--- config.mk ---
export PLATFORM = sky130hd
export DESIGN_NAME = alu_muldiv_iter_flat
export DESIGN_NICKNAME = d
export VERILOG_FILES = /design/src/rtl/alu_muldiv_iter_if.sv /design/src/rtl/alu_muldiv_iter.sv /design/src/flat_wrapper.sv
export SDC_FILE = /design/constraint.sdc
export NUM_CORES = 1
export LEC_CHECK = 0
export CAP_MARGIN = 40
export CORE_ASPECT_RATIO = 0.7
export CORE_MARGIN = 5
export CORE_UTILIZATION = 50
export CTS_CLUSTER_DIAMETER = 60
export DETAILED_ROUTE_END_ITERATION = 10
export GPL_TIMING_DRIVEN = 0
export HOLD_SLACK_MARGIN = 0.06
export PLACE_DENSITY_LB_ADDON = 0.12
export SETUP_SLACK_MARGIN = 0.05
export SKIP_CTS_REPAIR_TIMING = 1
export SLEW_MARGIN = 20
export SYNTH_ARGS = -nofsm -noshare
export SYNTH_HDL_FRONTEND = slang
export SYNTH_SLANG_ARGS = --single-unit
--- constraint.sdc ---
create_clock -name clk -period 3.1 [get_ports clk]
set_input_delay 0.62 -clock clk [delete_from_list [all_inputs] [get_ports clk]]
set_output_delay 0.62 -clock clk [all_outputs]
set_load 0.02 [all_outputs]
--- src/rtl/alu_muldiv_iter_if.sv ---
// Request/response bundle for the iterative mul/div unit.
// Ports: request (in_valid/in_ready/op/a/b), response (out_valid/out_ready/result/div_zero).
interface alu_muldiv_iter_if #(
  parameter int XLEN = 32
);
  logic            in_valid;
  logic            in_ready;
  logic [2:0]      op;
  logic [XLEN-1:0] a;
  logic [XLEN-1:0] b;
  logic            out_valid;
  logic            out_ready;
  logic [XLEN-1:0] result;
  logic            div_zero;

  modport master (
    output in_valid, op, a, b, out_ready,
    input  in_ready, out_valid, result, div_zero
  );

  modport slave (
    input  in_valid, op, a, b, out_ready,
    output in_ready, out_valid, result, div_zero
  );
endinterface

--- src/rtl/alu_muldiv_iter.sv ---
// Radix-2 iterative RV32M/RV64M multiply/divide unit for the EX stage.
// Ports: clk, rstn (async low), flush (sync abort), bus (slave: op/a/b in, result/div_zero out).
`ifndef XLEN
`define XLEN 32
`endif

module alu_muldiv_iter #(
  parameter int XLEN  = `XLEN,
  parameter int CNT_W = $clog2(XLEN) + 1
) (
  input logic              clk,
  input logic              rstn,
  input logic              flush,
  alu_muldiv_iter_if.slave bus
);

  typedef enum logic [1:0] {
    IDLE,
    CALC,
    FIX,
    DONE
  } state_t;

  localparam logic [XLEN-1:0] MIN_NEG =
    {1'b1, {(XLEN-1){1'b0}}};

  state_t            state;
  logic [2:0]        op_q;
  logic              neg_q;
  logic              neg_r;
  logic [XLEN-1:0]   mb;
  logic [2*XLEN-1:0] acc;
  logic [CNT_W-1:0]  cnt;
  logic              in_ready_q;
  logic              out_valid_q;
  logic [XLEN-1:0]   result_q;
  logic              div_zero_q;

  assign bus.in_ready  = in_ready_q;
  assign bus.out_valid = out_valid_q;
  assign bus.result    = result_q;
  assign bus.div_zero  = div_zero_q;

  logic            sa;
  logic            sb;
  logic            b_zero;
  logic            ovf;
  logic [XLEN-1:0] abs_a;
  logic [XLEN-1:0] abs_b;

  // signed-a: MULH, MULHSU, DIV, REM; signed-b: MULH, DIV, REM
  always_comb begin
    sa = (bus.op == 3'b001) || (bus.op == 3'b010) ||
         (bus.op == 3'b100) || (bus.op == 3'b110);
    sb = (bus.op == 3'b001) || (bus.op == 3'b100) ||
         (bus.op == 3'b110);
    abs_a  = (sa && bus.a[XLEN-1]) ? -bus.a : bus.a;
    abs_b  = (sb && bus.b[XLEN-1]) ? -bus.b : bus.b;
    b_zero = (bus.b == '0);
    ovf    = bus.op[2] && !bus.op[0] &&
             (bus.a == MIN_NEG) && (bus.b == '1);
  end

  logic [XLEN:0]     madd;
  logic [XLEN:0]     dtry;
  logic [XLEN:0]     dsub;
  logic [2*XLEN-1:0] acc_nx;

  // acc = {hi, lo}: mul shifts the partial sum down through lo;
  // div shifts the dividend up into the remainder half.
  always_comb begin
    madd = {1'b0, acc[2*XLEN-1:XLEN]} +
           (acc[0] ? {1'b0, mb} : '0);
    dtry = acc[2*XLEN-1:XLEN-1];
    dsub = dtry - {1'b0, mb};
    if (op_q[2]) begin
      if (dtry >= {1'b0, mb})
        acc_nx = {dsub[XLEN-1:0], acc[XLEN-2:0], 1'b1};
      else
        acc_nx = {dtry[XLEN-1:0], acc[XLEN-2:0], 1'b0};
    end else begin
      acc_nx = {madd, acc[XLEN-1:1]};
    end
  end

  logic [2*XLEN-1:0] prod;
  logic [XLEN-1:0]   quo;
  logic [XLEN-1:0]   rem;
  logic [XLEN-1:0]   fix_res;

  always_comb begin
    prod = neg_q ? -acc : acc;
    quo  = neg_q ? -acc[XLEN-1:0] : acc[XLEN-1:0];
    rem  = neg_r ? -acc[2*XLEN-1:XLEN]
                 : acc[2*XLEN-1:XLEN];
    fix_res = '0;
    unique case (1'b1)
      op_q[2] && op_q[1]:
        fix_res = rem;
      op_q[2] && !op_q[1]:
        fix_res = quo;
      !op_q[2] && (op_q[1:0] == 2'b00):
        fix_res = prod[XLEN-1:0];
      !op_q[2] && (op_q[1:0] != 2'b00):
        fix_res = prod[2*XLEN-1:XLEN];
    endcase
  end

  always_ff @(posedge clk or negedge rstn) begin
    if (!rstn) begin
      state       <= IDLE;
      op_q        <= '0;
      neg_q       <= 1'b0;
      neg_r       <= 1'b0;
      mb          <= '0;
      acc         <= '0;
      cnt         <= '0;
      in_ready_q  <= 1'b1;
      out_valid_q <= 1'b0;
      result_q    <= '0;
      div_zero_q  <= 1'b0;
    end else if (flush) begin
      state       <= IDLE;
      in_ready_q  <= 1'b1;
      out_valid_q <= 1'b0;
    end else begin
      unique case (state)
        IDLE: begin
          if (bus.in_valid) begin
            op_q       <= bus.op;
            in_ready_q <= 1'b0;
            if (bus.op[2] && b_zero) begin
              result_q    <= bus.op[1] ? bus.a : '1;
              div_zero_q  <= 1'b1;
              out_valid_q <= 1'b1;
              state       <= DONE;
            end else if (ovf) begin
              result_q    <= bus.op[1] ? '0 : bus.a;
              div_zero_q  <= 1'b0;
              out_valid_q <= 1'b1;
              state       <= DONE;
            end else begin
              acc   <= {{XLEN{1'b0}}, abs_a};
              mb    <= abs_b;
              neg_q <= (sa && bus.a[XLEN-1]) ^
                       (sb && bus.b[XLEN-1]);
              neg_r <= sa && bus.a[XLEN-1];
              cnt   <= '0;
              state <= CALC;
            end
          end
        end
        CALC: begin
          acc <= acc_nx;
          cnt <= cnt + 1'b1;
          if (cnt == CNT_W'(XLEN - 1))
            state <= FIX;
        end
        FIX: begin
          result_q    <= fix_res;
          div_zero_q  <= 1'b0;
          out_valid_q <= 1'b1;
          state       <= DONE;
        end
        DONE: begin
          if (bus.out_ready) begin
            out_valid_q <= 1'b0;
            in_ready_q  <= 1'b1;
            state       <= IDLE;
          end
        end
      endcase
    end
  end

endmodule

--- src/flat_wrapper.sv ---
// flat-port wrapper written by rule: the top's interface ports become plain ports
module alu_muldiv_iter_flat 
#(
  parameter int XLEN  = `XLEN,
  parameter int CNT_W = $clog2(XLEN) + 1
)
  (clk, rstn, flush, bus_in_valid, bus_op, bus_a, bus_b, bus_out_ready, bus_in_ready, bus_out_valid, bus_result, bus_div_zero);
  alu_muldiv_iter_if #(.XLEN(XLEN)) bus_i ();
  input logic clk;
  input logic rstn;
  input logic flush;
  input wire logic [$bits(bus_i.in_valid)-1:0] bus_in_valid;
  input wire logic [$bits(bus_i.op)-1:0] bus_op;
  input wire logic [$bits(bus_i.a)-1:0] bus_a;
  input wire logic [$bits(bus_i.b)-1:0] bus_b;
  input wire logic [$bits(bus_i.out_ready)-1:0] bus_out_ready;
  output wire logic [$bits(bus_i.in_ready)-1:0] bus_in_ready;
  output wire logic [$bits(bus_i.out_valid)-1:0] bus_out_valid;
  output wire logic [$bits(bus_i.result)-1:0] bus_result;
  output wire logic [$bits(bus_i.div_zero)-1:0] bus_div_zero;
  assign bus_i.in_valid = bus_in_valid;
  assign bus_i.op = bus_op;
  assign bus_i.a = bus_a;
  assign bus_i.b = bus_b;
  assign bus_i.out_ready = bus_out_ready;
  assign bus_in_ready = bus_i.in_ready;
  assign bus_out_valid = bus_i.out_valid;
  assign bus_result = bus_i.result;
  assign bus_div_zero = bus_i.div_zero;
  alu_muldiv_iter #(.XLEN(XLEN), .CNT_W(CNT_W)) u_core (.clk(clk), .rstn(rstn), .flush(flush), .bus(bus_i));
endmodule
Word level (Yosys, flattened, before mapping). Cells that the tools add are included.

Register bits: 144. Input bits: 72. Output and inout bits: 35. Logic and storage cells: 119.

Add/sub/neg operators: 8. Order comparisons: 1. Equal/unequal tests: 18. Mux-type cells: 44. Bitwise logic cells: 4. Reduce and logical (&&, ||, !) cells: 33.

Operators with widths (count): $mux 64 (6); $mux 32 (10); $neg 32->32 (4); $pmux 32 s4 (1); $pmux 64 s2 (1); $eq 32x32->1 const B (2); $neg 64->64 (1); $pmux 32 s2 (1); $add 32x32->33 (1); $ge 33x32->1 (1); $logic_not 32->1 (1); $sub 32x32->32 (1); $mux 6 (3); $mux 2 (6); $pmux 6 s2 (1); $mux 1 (11); $logic_and 1x1->1 (10); $reduce_and 5->1 (2); $reduce_and 3->1 (3); $pmux 2 s4 (1); $reduce_and 4->1 (2); $add 6x1->6 const B (1); $eq 3x3->1 const B (2); $eq 6x5->1 const B (1); other kinds (19) (35).

Logic depth before layout (Yosys ltp). Gate-level depths: netlist of run 1.

Depth in word-level cells: 10. Mapped depth: 16. Mapped depth without buffers: 14.

Worst setup path after synthesis of run 1. Ideal clock, no wire load.

Kind: register -> register. Start: register u_core.acc[0]. End: register u_core.acc[58]. Library setup time: 126 ps. Arrival: 3231 ps. Required time: 2974 ps. Slack: -257 ps. Cell stages (with the launch flop): 14. Path buffers: 1. Clock period less this slack: 3357 ps. Cell sequence: dfrtp_1 > inv_1 > clkbuf_1 > nor2_1 > ha_1 > nand3_1 > o22ai_1 > o21ai_0 > a2111oi_0 > o21ai_1 > o311ai_0 > a21oi_1 > xnor2_1 > a221o_1.

Word-level cells in the longest chain between the ends: 4.

Ends and longest elaborated chain: start: declaration (line alu_muldiv_iter.sv:32) `logic [2*XLEN-1:0] acc;`; start signal: assignment (line alu_muldiv_iter.sv:143) `acc <= {{XLEN{1'b0}}, abs_a};`; start signal: assignment (line alu_muldiv_iter.sv:154) `acc <= acc_nx;`; $mux 32 (line alu_muldiv_iter.sv:73) `(acc[0] ? {1'b0, mb} : '0);`; $add 32x32->33 (line alu_muldiv_iter.sv:72) `madd = {1'b0, acc[2*XLEN-1:XLEN]} +`; $mux 64 (line alu_muldiv_iter.sv:76) `if (op_q[2]) begin`; $pmux 64 s2 (line alu_muldiv_iter.sv:127) `unique case (state)`.

No other way between the ends. A chain may end at the register's enable or synchronous reset.

Final worst setup path of run 1.
Start: register u_core.acc[0]. End: register u_core.acc[57].

Same word-level chain as after synthesis.

==> flow_summary.json, run 1 <==
{
  "dp.cells": 2442,
  "hold_violations": 0,
  "synthTopCellsByArea": "dfrtp_1 (24%), o21ai_0 (7.4%), ha_1 (6.3%), nand2_1 (5.7%), xnor2_1 (5.6%)",
  "synthArstFlopShare": 1.00,
  "ant_nets": 0,
  "core_area_um2": 29000,
  "port_buffers": 106,
  "grt_overflow": 0,
  "via_per_inst": 6.59,
  "antenna_found_initial": 2,
  "rows": 52,
  "critPathMaxFanout": 6,
  "fin_util": 0.682,
  "setup_viol": 64,
  "drt_iter0_markers": 2461,
  "fin_skew_ns": 0.0167,
  "netlist_instances": 1953,
  "ys_ff_latch": 144,
  "synth_top_area_cell": "dfrtp_1",
  "die-area_um2": 33200,
  "fin_cells": 2565,
  "fill_cells": 2456,
  "htreeDepth": 4,
  "io_pins": 107,
  "cts_sinks": 144,
  "synthesis.nets": 2101,
  "worst_slew_pin_slew_ns": 1.07,
  "slew_headroom": 0.290,
  "synth_top_area_frac": 0.242,
  "cp.arrival_ns": 3.91,
  "max_stage_delay_ns": 0.46,
  "ir_worst_vdd_mv": 0.726,
  "status": "finished, violations left",
  "start_kind": "flop",
  "synth_ff_type": "dfrtp_1",
  "grt_pass1_wl_mm": 89.6,
  "ys_seq_area_frac": 0.243,
  "synth_area_um2": 14800,
  "layout_setup_ws_ns": -0.484,
  "critPathMostFrequentCell": "o31a_1",
  "hold_ws_ns": 0.0961,
  "fin_tns_setup_ns": -14.42,
  "cts-root-buf": "clkbuf_16",
  "path_clk_slew_ns": 0.08,
  "grt_max_degree": 75,
  "track_usage": 0.349,
  "power.density_nw_per_um2": 1180,
  "post_drt_wl_per_cell_um": 25.1,
  "synth_warnings": 0,
  "route.detailed.drc": 0,
  "place_area_um2": 16500,
  "multi_input_area_um2": 11700,
  "final_nets": 2322,
  "gp_congestion": 0.998,
  "rsz0062_at_grt": "yes",
  "drive_gt1_frac": 0.214,
  "fmax_mhz": 279,
  "initial_core_util": 0.510,
  "cts_tree": "yes",
  "fp.dieW_um": 216,
  "drt-total-wl_mm": 64.5,
  "violations": "negative setup slack",
  "clkLatencyLatePin_ns": 0.47,
  "path_class": "flop to flop",
  "max_cap_viol_count": 0,
  "fin_area_um2": 19800,
  "vias": 16900,
  "crit_buf_inv": 1,
  "drv_slew": 0,
  "path_cells": "clkinv_4 > nor2_4 > ha_4 > nor2b_2 > o31a_1 > o31a_1 > a31o_4 > a31oi_4 > o21ai_2 > a31oi_2 > o21bai_1 > xor2_1 > a221o_1",
  "min_path_type": "input port to asynchronous set/reset pin",
  "hpwl_mm": 48.0,
  "die_h_um": 154,
  "final-seq-area_um2": 3620,
  "grt_pass1_vias": 14300,
  "cts_buffers": 17,
  "synth-edff-count": 0,
  "cp_top_family": "compound AO/OA/AOI/OAI gates",
  "antenna-diode-count": 0,
  "leakagePower_nw": 8.55,
  "ys_types": 80,
  "areaGrowthSynthToFinish_pct": 33.7,
  "rrSetupSlack_ns": -0.48,
  "required_ns": 3.42,
  "clock_path_buffers": 2,
  "slowest_stage": "dfrtp_2",
  "cp-end-kind": "flop",
  "syn_area_per_cell_um2": 7.58,
  "period_needed_ns": 3.58,
  "period_share": 1.16,
  "dr.pass1.iters": 6
}
[through the flow]
stage	worst slack, ns	power, W
after floorplan	0.0546	0.0126
after global placement	-5.21	0.0167
after detailed placement	-2.02	0.0168
after CTS	-1.54	0.0190
after global routing	-0.548	0.0243
final	-0.484	0.0233
[logic make-up after synthesis]
logic type	count (synthesis)	share of synthesized area
XOR/XNOR	179	0.106
multiplexers	63	0.0433
AO/OA/AOI/OAI	647	0.269
adder cells (fa/ha/maj)	100	0.0815
flip-flops	144	0.243
AND/OR/NAND/NOR	612	0.193
buffers and inverters	208	0.0642
[state kept, by name (all words and copies together) (netlist names)]
register / count
u_core.acc: 64
u_core.bus.result: 32
u_core.mb: 32
u_core.cnt: 6
u_core.op_q: 3
u_core.state: 2
u_core.bus.div_zero: 1
u_core.bus.in_ready: 1
u_core.bus.out_valid: 1
u_core.neg_q: 1
u_core.neg_r: 1
[cells in the mapped netlist, drive strengths merged (21+ instances only)]
cell      n
a21oi   164
maj3     24
nor2    162
buf      30
nand3    32
clkbuf  110
nand2   223
mux2i    55
a21o     33
nand4    22
o21ai   232
nor3     41
xnor2    95
dfrtp   143
ha       74
xor2     84
nand2b   21
inv      66
o31ai    39
a31oi    21
[cell type report]
cell class              count  share of cell area
multi-input cells        1601               0.593
flip-flops and latches    144               0.183
plain buffers             131              0.0477
well taps                 378              0.0239
inverters                  68              0.0133
clock buffers              18              0.0222
clock inverters            14             0.00727
repair buffers            211               0.110
[layer usage]
metal  share of wire  track usage  vias up  routed length (um)
li1                -            -     7503                   -
met1            0.45        0.540     8235               28800
met2            0.39        0.464     1039               25300
met3            0.14        0.120      119                8960
met4           0.022       0.0719        2                1440
met5         0.00011            0        -                   7
[cell usage in the layout (no fill, tap or decap), drive strengths merged, types with 41 or more instances in the layout]
master	instances
clkdlybuf4s50	59
buf	147
clkbuf	112
ha	74
nor2	162
a21oi	164
dfrtp	143
inv	72
o21ai	232
xor2	84
nand2	223
mux2i	55
xnor2	95
dlymetal6s2s	42
nor3	41
[power breakdown]
group | internal (W) | switching (W)
combinational | 0.00696 | 0.0106
sequential | 0.00269 | 0.000931
clock | 0.00115 | 0.000971
[final timing paths]
| kind | from | end | cells after the start |
|---|---|---|---|
| max | u_core.acc[0]$_DFFE_PN0P_ | u_core.acc[57]$_DFFE_PN0P_ | 13 |
| min | rstn | u_core.mb[3]$_DFFE_PN0P_ | 1 |
| max reg2reg | u_core.acc[0]$_DFFE_PN0P_ | u_core.acc[57]$_DFFE_PN0P_ | 13 |
| min reg2reg | u_core.bus.result[11]$_DFFE_PN0P_ | u_core.bus.result[11]$_DFFE_PN0P_ | 1 |
| max in group asynchronous | rstn | u_core.acc[14]$_DFFE_PN0P_ | 2 |
| min in group clk | u_core.bus.result[11]$_DFFE_PN0P_ | u_core.bus.result[11]$_DFFE_PN0P_ | 1 |
Power figures use the tool's default switching activity.
==> inputs of run 2 (changes only) <==
--- a/config.mk
+++ b/config.mk
@@ -8,7 +8,8 @@
 export CAP_MARGIN = 40
 export CORE_ASPECT_RATIO = 0.7
 export CORE_MARGIN = 5
-export CORE_UTILIZATION = 50
+export CORE_UTILIZATION = 30
+export CTS_BUF_LIST = sky130_fd_sc_hd__clkbuf_4 sky130_fd_sc_hd__clkbuf_8
 export CTS_CLUSTER_DIAMETER = 60
 export DETAILED_ROUTE_END_ITERATION = 10
 export GPL_TIMING_DRIVEN = 0
==> run 2 against run 1 <==
  * The run still ends with negative setup slack left
  * Fmax is 2.1% higher
  * Die area grew 63%
  * Final cell count is 11% higher
  * Clock-buffer cell count unchanged
  * Global-route usage decreased by 11 points
  * Critical path depth grew 1
  * Total power fell by 5.4%
  * Critical path type unchanged
  * Critical endpoint unchanged
  * Largest cell class unchanged
  * Largest power group unchanged
==> flow_summary.json, run 2 (synthesized netlist as in run 1, its figures left out) <==
{
  "path_cells": "and2_4 > ha_4 > inv_2 > fa_2 > nor2b_2 > o31a_1 > o31a_1 > a31o_4 > a31oi_4 > o21ai_2 > a31oi_2 > o21bai_1 > xor2_1 > a221o_1",
  "drt_iter0_markers": 1823,
  "areaGrowthSynthToFinish_pct": 34.1,
  "rsz0062_at_grt": "yes",
  "gp_congestion": 0.982,
  "ir_worst_vdd_mv": 0.453,
  "crit_buf_inv": 1,
  "critPathMaxFanout": 5,
  "path_clk_slew_ns": 0.11,
  "max_cap_viol_count": 0,
  "cts-root-buf": "clkbuf_8",
  "grt_overflow": 0,
  "slew_headroom": 0.271,
  "port_buffers": 106,
  "die-area_um2": 54000,
  "drv_slew": 0,
  "critPathMostFrequentCell": "o31a_1",
  "ant_nets": 0,
  "final_nets": 2312,
  "hpwl_mm": 52.8,
  "dp_worst_setup_slack_ns": -2.37,
  "top_register": "u_core.acc",
  "drt-total-wl_mm": 68.2,
  "io_pins": 107,
  "vias": 16200,
  "antenna_found_initial": 1,
  "grt_pass1_vias": 14800,
  "setup_viol": 62,
  "cts_sinks": 144,
  "dr.pass1.iters": 6,
  "route.detailed.drc": 0,
  "worst_slew_pin_slew_ns": 1.09,
  "layout_setup_ws_ns": -0.410,
  "via_per_inst": 5.70,
  "htreeDepth": 4,
  "min_path_type": "input port to flop",
  "fp.dieW_um": 276,
  "hold_violations": 0,
  "rows": 68,
  "start_kind": "flop",
  "die_h_um": 196,
  "antenna-diode-count": 0,
  "cts_buffers": 17,
  "violations": "negative setup slack",
  "core_area_um2": 49100,
  "clkLatencyLatePin_ns": 0.55,
  "leakagePower_nw": 8.41,
  "period_share": 1.13,
  "mostFrequentLayoutCells": "nand2_1 (218), o21ai_0 (169), nor2_1 (146)",
  "max_stage_delay_ns": 0.47,
  "final_common_cell": "nand2_1",
  "track_usage": 0.240,
  "fin_skew_ns": 0.0247,
  "drive_gt1_frac": 0.215,
  "slowest_stage": "dfrtp_2",
  "fin_tns_setup_ns": -13.23,
  "cp_top_family": "compound AO/OA/AOI/OAI gates",
  "post_drt_wl_per_cell_um": 24.0,
  "period_needed_ns": 3.51,
  "cp-end-kind": "flop",
  "initial_core_util": 0.302,
  "fmax_mhz": 285,
  "grt_max_degree": 86,
  "power.density_nw_per_um2": 1110,
  "required_ns": 3.52,
  "clock_path_buffers": 2,
  "largest_reg_flops": 64,
  "grt_pass1_wl_mm": 98.1,
  "path_class": "flop to flop",
  "cts_tree": "yes",
  "cp.arrival_ns": 3.93,
  "status": "finished, violations left"
}
[run 2: worst paths after layout]
check | from | endpoint | slack [ns] | cells past startpoint
max in group asynchronous | rstn | u_core.acc[31]$_DFFE_PN0P_ | 1.63 | 3
setup reg to reg | u_core.acc[0]$_DFFE_PN0P_ | u_core.acc[57]$_DFFE_PN0P_ | -0.41 | 14
hold reg to reg | u_core.bus.result[7]$_DFFE_PN0P_ | u_core.bus.result[7]$_DFFE_PN0P_ | 0.49 | 2
min in group asynchronous | rstn | u_core.mb[3]$_DFFE_PN0P_ | 0.58 | 2
hold / removal | bus_b[0] | u_core.mb[0]$_DFFE_PN0P_ | 0.43 | 2
setup / recovery | u_core.acc[0]$_DFFE_PN0P_ | u_core.acc[57]$_DFFE_PN0P_ | -0.41 | 14
[run 2: power by group]
part / internal [W] / leakage [nW] / total [W] / switching (W)
logic: 0.00651 / 6.40 / 0.0169 / 0.0104
clock network: 0.000598 / 0.180 / 0.00156 / 0.000963
registers: 0.00268 / 1.83 / 0.00359 / 0.000913
[run 2: cell type report]
class / instances / area, um^2
Inverter: 68 / 263
Clock buffer: 18 / 248
Timing Repair Buffer: 200 / 2010
Buffer: 132 / 897
Sequential cell: 144 / 3610
Fill cell: 5079 / 29200
Clock inverter: 14 / 121
Tap cell: 665 / 832
Multi-Input combinational cell: 1601 / 11900
[run 2: worst reg2reg max path: cells and delay by family (launching register included)]
kind | cells | cell delay, ns
AOI/OAI and AO/OA | 8 | 2.08
xor gates and xnor gates | 1 | 0.15
buffers and inverters | 1 | 0.05
DFF | 1 | 0.47
and+or+nand+nor | 2 | 0.23
adders and majority gates | 2 | 0.38
[run 2: routing by layer]
layer	GRT usage	up-vias	wire [um]
met2	0.310	621	26500
li1	-	7473	-
met3	0.0770	76	6290
met5	0	-	13
met4	0.0489	2	1170
met1	0.381	8023	34200
[run 2: per-stage QoR]
step | std cells | utilization | total power (W) | cell area [um^2] | hold slack (ns)
final | 2842 | 0.404 | 0.0220 | 19900 | 0.433
after global routing | 2842 | 0.404 | 0.0235 | 19900 | 0.424
after CTS | 2763 | 0.351 | 0.0188 | 17200 | 0.00216
after detailed placement | 2731 | 0.343 | 0.0172 | 16800 | 0.475
after global placement | 2724 | 0.341 | 0.0171 | 16700 | 0.468
after floorplan | 1953 | - | 0.0126 | 14900 | 0.324
==> inputs of run 3 (changes only) <==
--- a/config.mk
+++ b/config.mk
@@ -15,7 +15,6 @@
 export GPL_TIMING_DRIVEN = 0
 export HOLD_SLACK_MARGIN = 0.06
 export PLACE_DENSITY_LB_ADDON = 0.12
-export SETUP_SLACK_MARGIN = 0.05
 export SKIP_CTS_REPAIR_TIMING = 1
 export SLEW_MARGIN = 20
 export SYNTH_ARGS = -nofsm -noshare
==> constraint.sdc (replaced) <==
create_clock -name clk -period 3.3 [get_ports clk]
set_input_delay 0.66 -clock clk [delete_from_list [all_inputs] [get_ports clk]]
set_output_delay 0.66 -clock clk [all_outputs]
set_load 0.02 [all_outputs]
==> run 3 against run 2 <==
  * The flow still finishes with violations (negative setup slack)
  * Final area is 4.1% lower
  * Wire length is 1.5% lower
  * Register-to-register slack better by 0.14 ns
  * Non-clock buffer count fell by 19
  * Sequential power is 6.7% lower
  * Combinational power down 10%
  * First-iteration DRC count decreased by 4.2%
  * Fmax is 1.6% lower
==> flow_summary.json, run 3 (synthesized netlist as in run 1, its figures left out) <==
{
  "post_drt_wl_per_cell_um": 23.8,
  "hpwl_mm": 52.9,
  "largest_reg_flops": 64,
  "cts_sinks": 144,
  "fill_cells": 5116,
  "fmax_mhz": 280,
  "cts_buffers": 17,
  "antenna_found_initial": 3,
  "port_buffers": 106,
  "required_ns": 3.70,
  "path_clk_slew_ns": 0.10,
  "period_needed_ns": 3.57,
  "ant_nets": 0,
  "clock_path_buffers": 2,
  "io_pins": 107,
  "gp_congestion": 0.980,
  "leakagePower_nw": 7.94,
  "max_cap_viol_count": 0,
  "rows": 68,
  "power_w": 0.0201,
  "via_per_inst": 5.68,
  "max_stage_delay_ns": 0.45,
  "track_usage": 0.240,
  "areaGrowthSynthToFinish_pct": 28.6,
  "worst_slew_pin_slew_ns": 1.04,
  "grt_overflow": 0,
  "cts_tree": "yes",
  "final_common_cell": "nand2_1",
  "period_share": 1.08,
  "ir_worst_vdd_mv": 0.429,
  "grt_max_degree": 82,
  "start_kind": "flop",
  "min_path_type": "input port to asynchronous set/reset pin",
  "drive_gt1_frac": 0.172,
  "die-area_um2": 54000,
  "fin_skew_ns": 0.0205,
  "setup_viol": 40,
  "power.density_nw_per_um2": 1060,
  "hold_ws_ns": 0.0371,
  "cp.arrival_ns": 3.97,
  "mostFrequentLayoutCells": "nand2_1 (220), o21ai_0 (183), nor2_1 (156)",
  "vias": 16000,
  "drt_iter0_markers": 1747,
  "path_cells": "inv_2 > ha_4 > nor2b_4 > o31a_1 > o31ai_4 > a2111oi_2 > buf_4 > nor3_4 > a21oi_4 > a211oi_4 > buf_6 > mux2_4 > a21oi_4 > o31ai_4",
  "slew_headroom": 0.307,
  "clkLatencyLatePin_ns": 0.55,
  "die_h_um": 196,
  "top_register": "u_core.acc",
  "route.detailed.drc": 0,
  "grt_pass1_vias": 14600,
  "htreeDepth": 4,
  "rsz0062_at_grt": "yes",
  "cp-end-kind": "flop",
  "final_nets": 2293,
  "status": "finished, violations left",
  "cts-root-buf": "clkbuf_8",
  "drt-total-wl_mm": 67.1,
  "path_class": "flop to flop",
  "drv_slew": 0,
  "violations": "negative setup slack",
  "layout_setup_ws_ns": -0.268,
  "slowest_stage": "dfrtp_1",
  "critPathMaxFanout": 5,
  "core_area_um2": 49100,
  "fp.dieW_um": 276,
  "grt_pass1_wl_mm": 97.8,
  "hold_violations": 0,
  "dr.pass1.iters": 7,
  "initial_core_util": 0.302
}
[run 3: changes by cell type in the layout (fill, tap and decap cells not counted), sizes merged, moves of 2 or more]
cell | previous run | this run
bufinv | 0 | 2
clkdlybuf4s50 | 59 | 86
clkbuf | 109 | 111
inv | 73 | 70
dlymetal6s2s | 44 | 19
buf | 136 | 115
[run 3: final cells by class]
| type | count | area, um^2 | share of cell area |
|---|---|---|---|
| multi-input combinational | 1601 | 11300 | 0.594 |
| sequential | 144 | 3610 | 0.190 |
| timing repair buffer | 178 | 1740 | 0.0911 |
| buffer | 135 | 873 | 0.0459 |
| tap | 665 | 832 | 0.0437 |
| inverter | 68 | 263 | 0.0138 |
| clock buffer | 19 | 255 | 0.0134 |
| clock inverter | 13 | 155 | 0.00815 |
| antenna | 1 | 2.50 | 0.000131 |
[run 3: per-layer routing]
| metal | track usage | wire, um |
|---|---|---|
| met4 | 0.0470 | 1070 |
| met5 | 0 | 0 |
| met3 | 0.0550 | 5720 |
| met2 | 0.310 | 25700 |
| met1 | 0.396 | 34600 |
[run 3: where the power goes]
part	switching (W)	internal (W)
Clock	0.000874	0.000714
Sequential	0.000835	0.00251
Combinational	0.00940	0.00579
[run 3: final timing paths]
kind,from,to,slack (ns),depth (start not counted)
min reg2reg,u_core.bus.result[0]$_DFFE_PN0P_,u_core.bus.result[0]$_DFFE_PN0P_,0.49,2
max in group asynchronous,rstn,u_core.acc[31]$_DFFE_PN0P_,2.38,2
max reg2reg,u_core.mb[1]$_DFFE_PN0P_,u_core.acc[37]$_DFFE_PN0P_,-0.27,14
max,u_core.mb[1]$_DFFE_PN0P_,u_core.acc[37]$_DFFE_PN0P_,-0.27,14
min,rstn,u_core.acc[39]$_DFFE_PN0P_,0.04,1
min in group clk,u_core.bus.result[0]$_DFFE_PN0P_,u_core.bus.result[0]$_DFFE_PN0P_,0.49,2
[run 3: stage by stage]
| step | TNS [ns] | util | setup WS (ns) | cells | instance area, um^2 |
|---|---|---|---|---|---|
| final | -3.63 | 0.388 | -0.268 | 2824 | 19000 |
| after global routing | -8.25 | 0.388 | -0.319 | 2823 | 19000 |
| after floorplan | 0 | - | 0.0261 | 1953 | 14800 |
| after detailed placement | -222.94 | 0.342 | -2.04 | 2731 | 16800 |
| after global placement | -979.11 | 0.340 | -5.17 | 2724 | 16700 |
| after CTS | -148.68 | 0.350 | -1.79 | 2763 | 17200 |
[run 3: worst max-delay path, delay by kind of cell, from the launching register on]
family | cells | cell delay, ns
muxes | 1 | 0.32
and+or+nand+nor | 2 | 0.31
DFF | 1 | 0.45
adders and majority gates | 1 | 0.21
AOI/OAI and AO/OA | 7 | 1.64
buffers and inverters | 3 | 0.48
==> edit: new RTL, flow settings as in run 1 <==
Change the macro `XLEN` from 32 to 16.
--- a/src/rtl/alu_muldiv_iter.sv
+++ b/src/rtl/alu_muldiv_iter.sv
@@ -1,7 +1,7 @@
 // Radix-2 iterative RV32M/RV64M multiply/divide unit for the EX stage.
 // Ports: clk, rstn (async low), flush (sync abort), bus (slave: op/a/b in, result/div_zero out).
 `ifndef XLEN
-`define XLEN 32
+`define XLEN 16
 `endif
 
 module alu_muldiv_iter #(
Interface: changed (resized bus_a, bus_b and bus_result); port bits go from 107 to 59. No check against the original RTL was run, so the function may have changed too.
==> edit against run 1 <==
Routed wire length is 58% lower; setup slack improved by 0.51 ns; utilization down 4.7 points; die area is 46% lower; area after synthesis decreased by 49%; cell area down 53%; total power down 59%; sequential cell count down 65; critical path type unchanged; highest routed layer is now met4.
==> edit: results (changes against run 1) <==
| Metric | Value |
|---|---|
| Status | finished, final reports clean |
| Clk_lat worst skew | 0.36 ns (-0.11 ns) |
| Routed via count | 7972 (-53%) |
| Clock Skew | 0.00774 ns (-0.00900 ns) |
| Clock network power share | 11.5% (+2.4 points) |
| IO buf count | 57 (-46%) |
| Async SR Flop Fraction | 100% (unchanged) |
| Router iterations before antenna repair | 5 (-1) |
| CP Max Fanout | 8 (+2) |
| H-Tree Depth | 3 (-1) |
| Vias in the first global route | 7124 (-50%) |
| Met2 GRT Util | 38.7% (-7.6 points) |
| R2R setup slack | 0.02 ns (+0.51 ns) |
| Yosys top cell by area | dfrtp_1 |
| Met1 wire length | 12800 µm (-56%) |
| Top cells by count, synth | o21ai_0, nand2_1, nor2_1 |
| Largest net degree at the start of global routing | 45 (-40%) |
| Place WS | -1.25 ns (+0.775 ns) |
| Cts bufs inserted | 9 (-8) |
| Switching pwr | 4.95 mW (-60%) |
| Max FFs per register | 32 (-50%) |
| Share of layout cells above drive strength 1 | 14.2% (-7.2 points) |
| Met2 wire length | 10400 µm (-59%) |
| Top cells by area, synth | dfrtp_1, o21ai_0, ha_1, nand2_1, xnor2_1 |
| Root Driver | clkbuf_16 |
| Met1 Track Usage GR | 46.0% (-8.1 points) |
| Worst slew margin | 48.9% (+20 points) |
| Syn_nets | 1079 (-49%) |
| HP Class | in2async |
| DR iter-0 viols | 947 (-62%) |
| Synth cell types | 74 (-7.5%) |
| Top routing layer used | met4 |
| FMAX | 325 MHz (+16%) |
| Hpwl dp | 20200 µm (-58%) |
| Post-synthesis sequential area ratio | 26.1% (+1.7 points) |
| DRT Wirelength | 26800 µm (-58%) |
| Total GRT Usage | 29.3% (-5.6 points) |
| Flop pwr share | 19.7% (+4.2 points) |
| Clock-pin slew on the worst setup and hold paths | 0.07 ns |
| Max IR drop VDD | 0.606 mV (-17%) |
| First-pass GRT wire length | 40600 µm (-55%) |
| Total power | 9.62 mW (-59%) |
| Ant diodes | 0 (unchanged) |
| Largest Register | u_core.acc |
| Final Hold Slack | 0.232 ns (+0.136 ns) |
| Leakage Power | 3.95 nW (-54%) |
| Initial antenna violation count | 0 (-2) |
| Final nets | 1175 (-49%) |
| Arrival time worst endpoint | 3.35 ns (-0.56 ns) |
| Gpl congestion | 1.04 (+3.9%) |
| Fillers | 1331 (-46%) |
| Yosys synthesis warning count | 0 (unchanged) |
| Placed cell area | 8430 µm² (-49%) |
| CTS Buffer Depth | 2 (unchanged) |
| GR Util met3 | 9.90% (-2.1 points) |
| Met3 wire length | 3350 µm (-63%) |
## edit: area by class of cell
cell class,instances,area [µm²],area share (%)
Buffer,62,317,3.38
Clock buffer,10,229,2.44
Clock inverter,6,68.8,0.734
Inverter,42,160,1.71
Multi-Input combinational cell,809,5530,59.0
Sequential cell,79,1990,21.2
Tap cell,195,244,2.60
Timing Repair Buffer,87,842,8.98
## edit: through the flow
| step | utilization [%] | std cells | setup TNS [ns] |
|---|---|---|---|
| finish | 63.5 | 1290 | 0 |
| global route | 63.5 | 1290 | -0.0102 |
| CTS | 59.1 | 1263 | -45.63 |
| detailed placement | 57.1 | 1247 | -71.72 |
| global placement | 56.9 | 1246 | -201.56 |
| floorplan | - | 994 | 0 |
## edit: worst paths after layout
path / depth (start not counted) / from / end
worst max-delay path: 10 / u_core.acc[17] / u_core.bus.result[14]
worst min-delay path: 1 / rstn / u_core.acc[25]
worst max register to register: 10 / u_core.acc[17] / u_core.bus.result[14]
worst min register to register: 2 / u_core.mb[15] / u_core.mb[15]
max in group asynchronous: 2 / rstn / u_core.acc[16]
min in group clk: 2 / u_core.mb[15] / u_core.mb[15]
## edit: kinds of logic after synthesis
kind of cell,Yosys count,share of synthesized area (%)
AO/OA/AOI/OAI,307,25.4
XOR/XNOR,79,9.12
adder cells (fa/ha/maj),54,8.80
buffers and inverters,106,5.42
flip-flops,79,26.1
multiplexers,31,4.11
AND/OR/NAND/NOR,338,21.1
## edit: critical path, cell delays in order (launching register included)
cell	delay, ns
dfrtp_1	0.49
inv_1	0.20
ha_4	0.19
or3b_2	0.52
or3_4	0.40
nor3_4	0.24
a21oi_1	0.10
o221ai_1	0.23
o31a_1	0.27
o22ai_1	0.16
o21ai_0	0.19
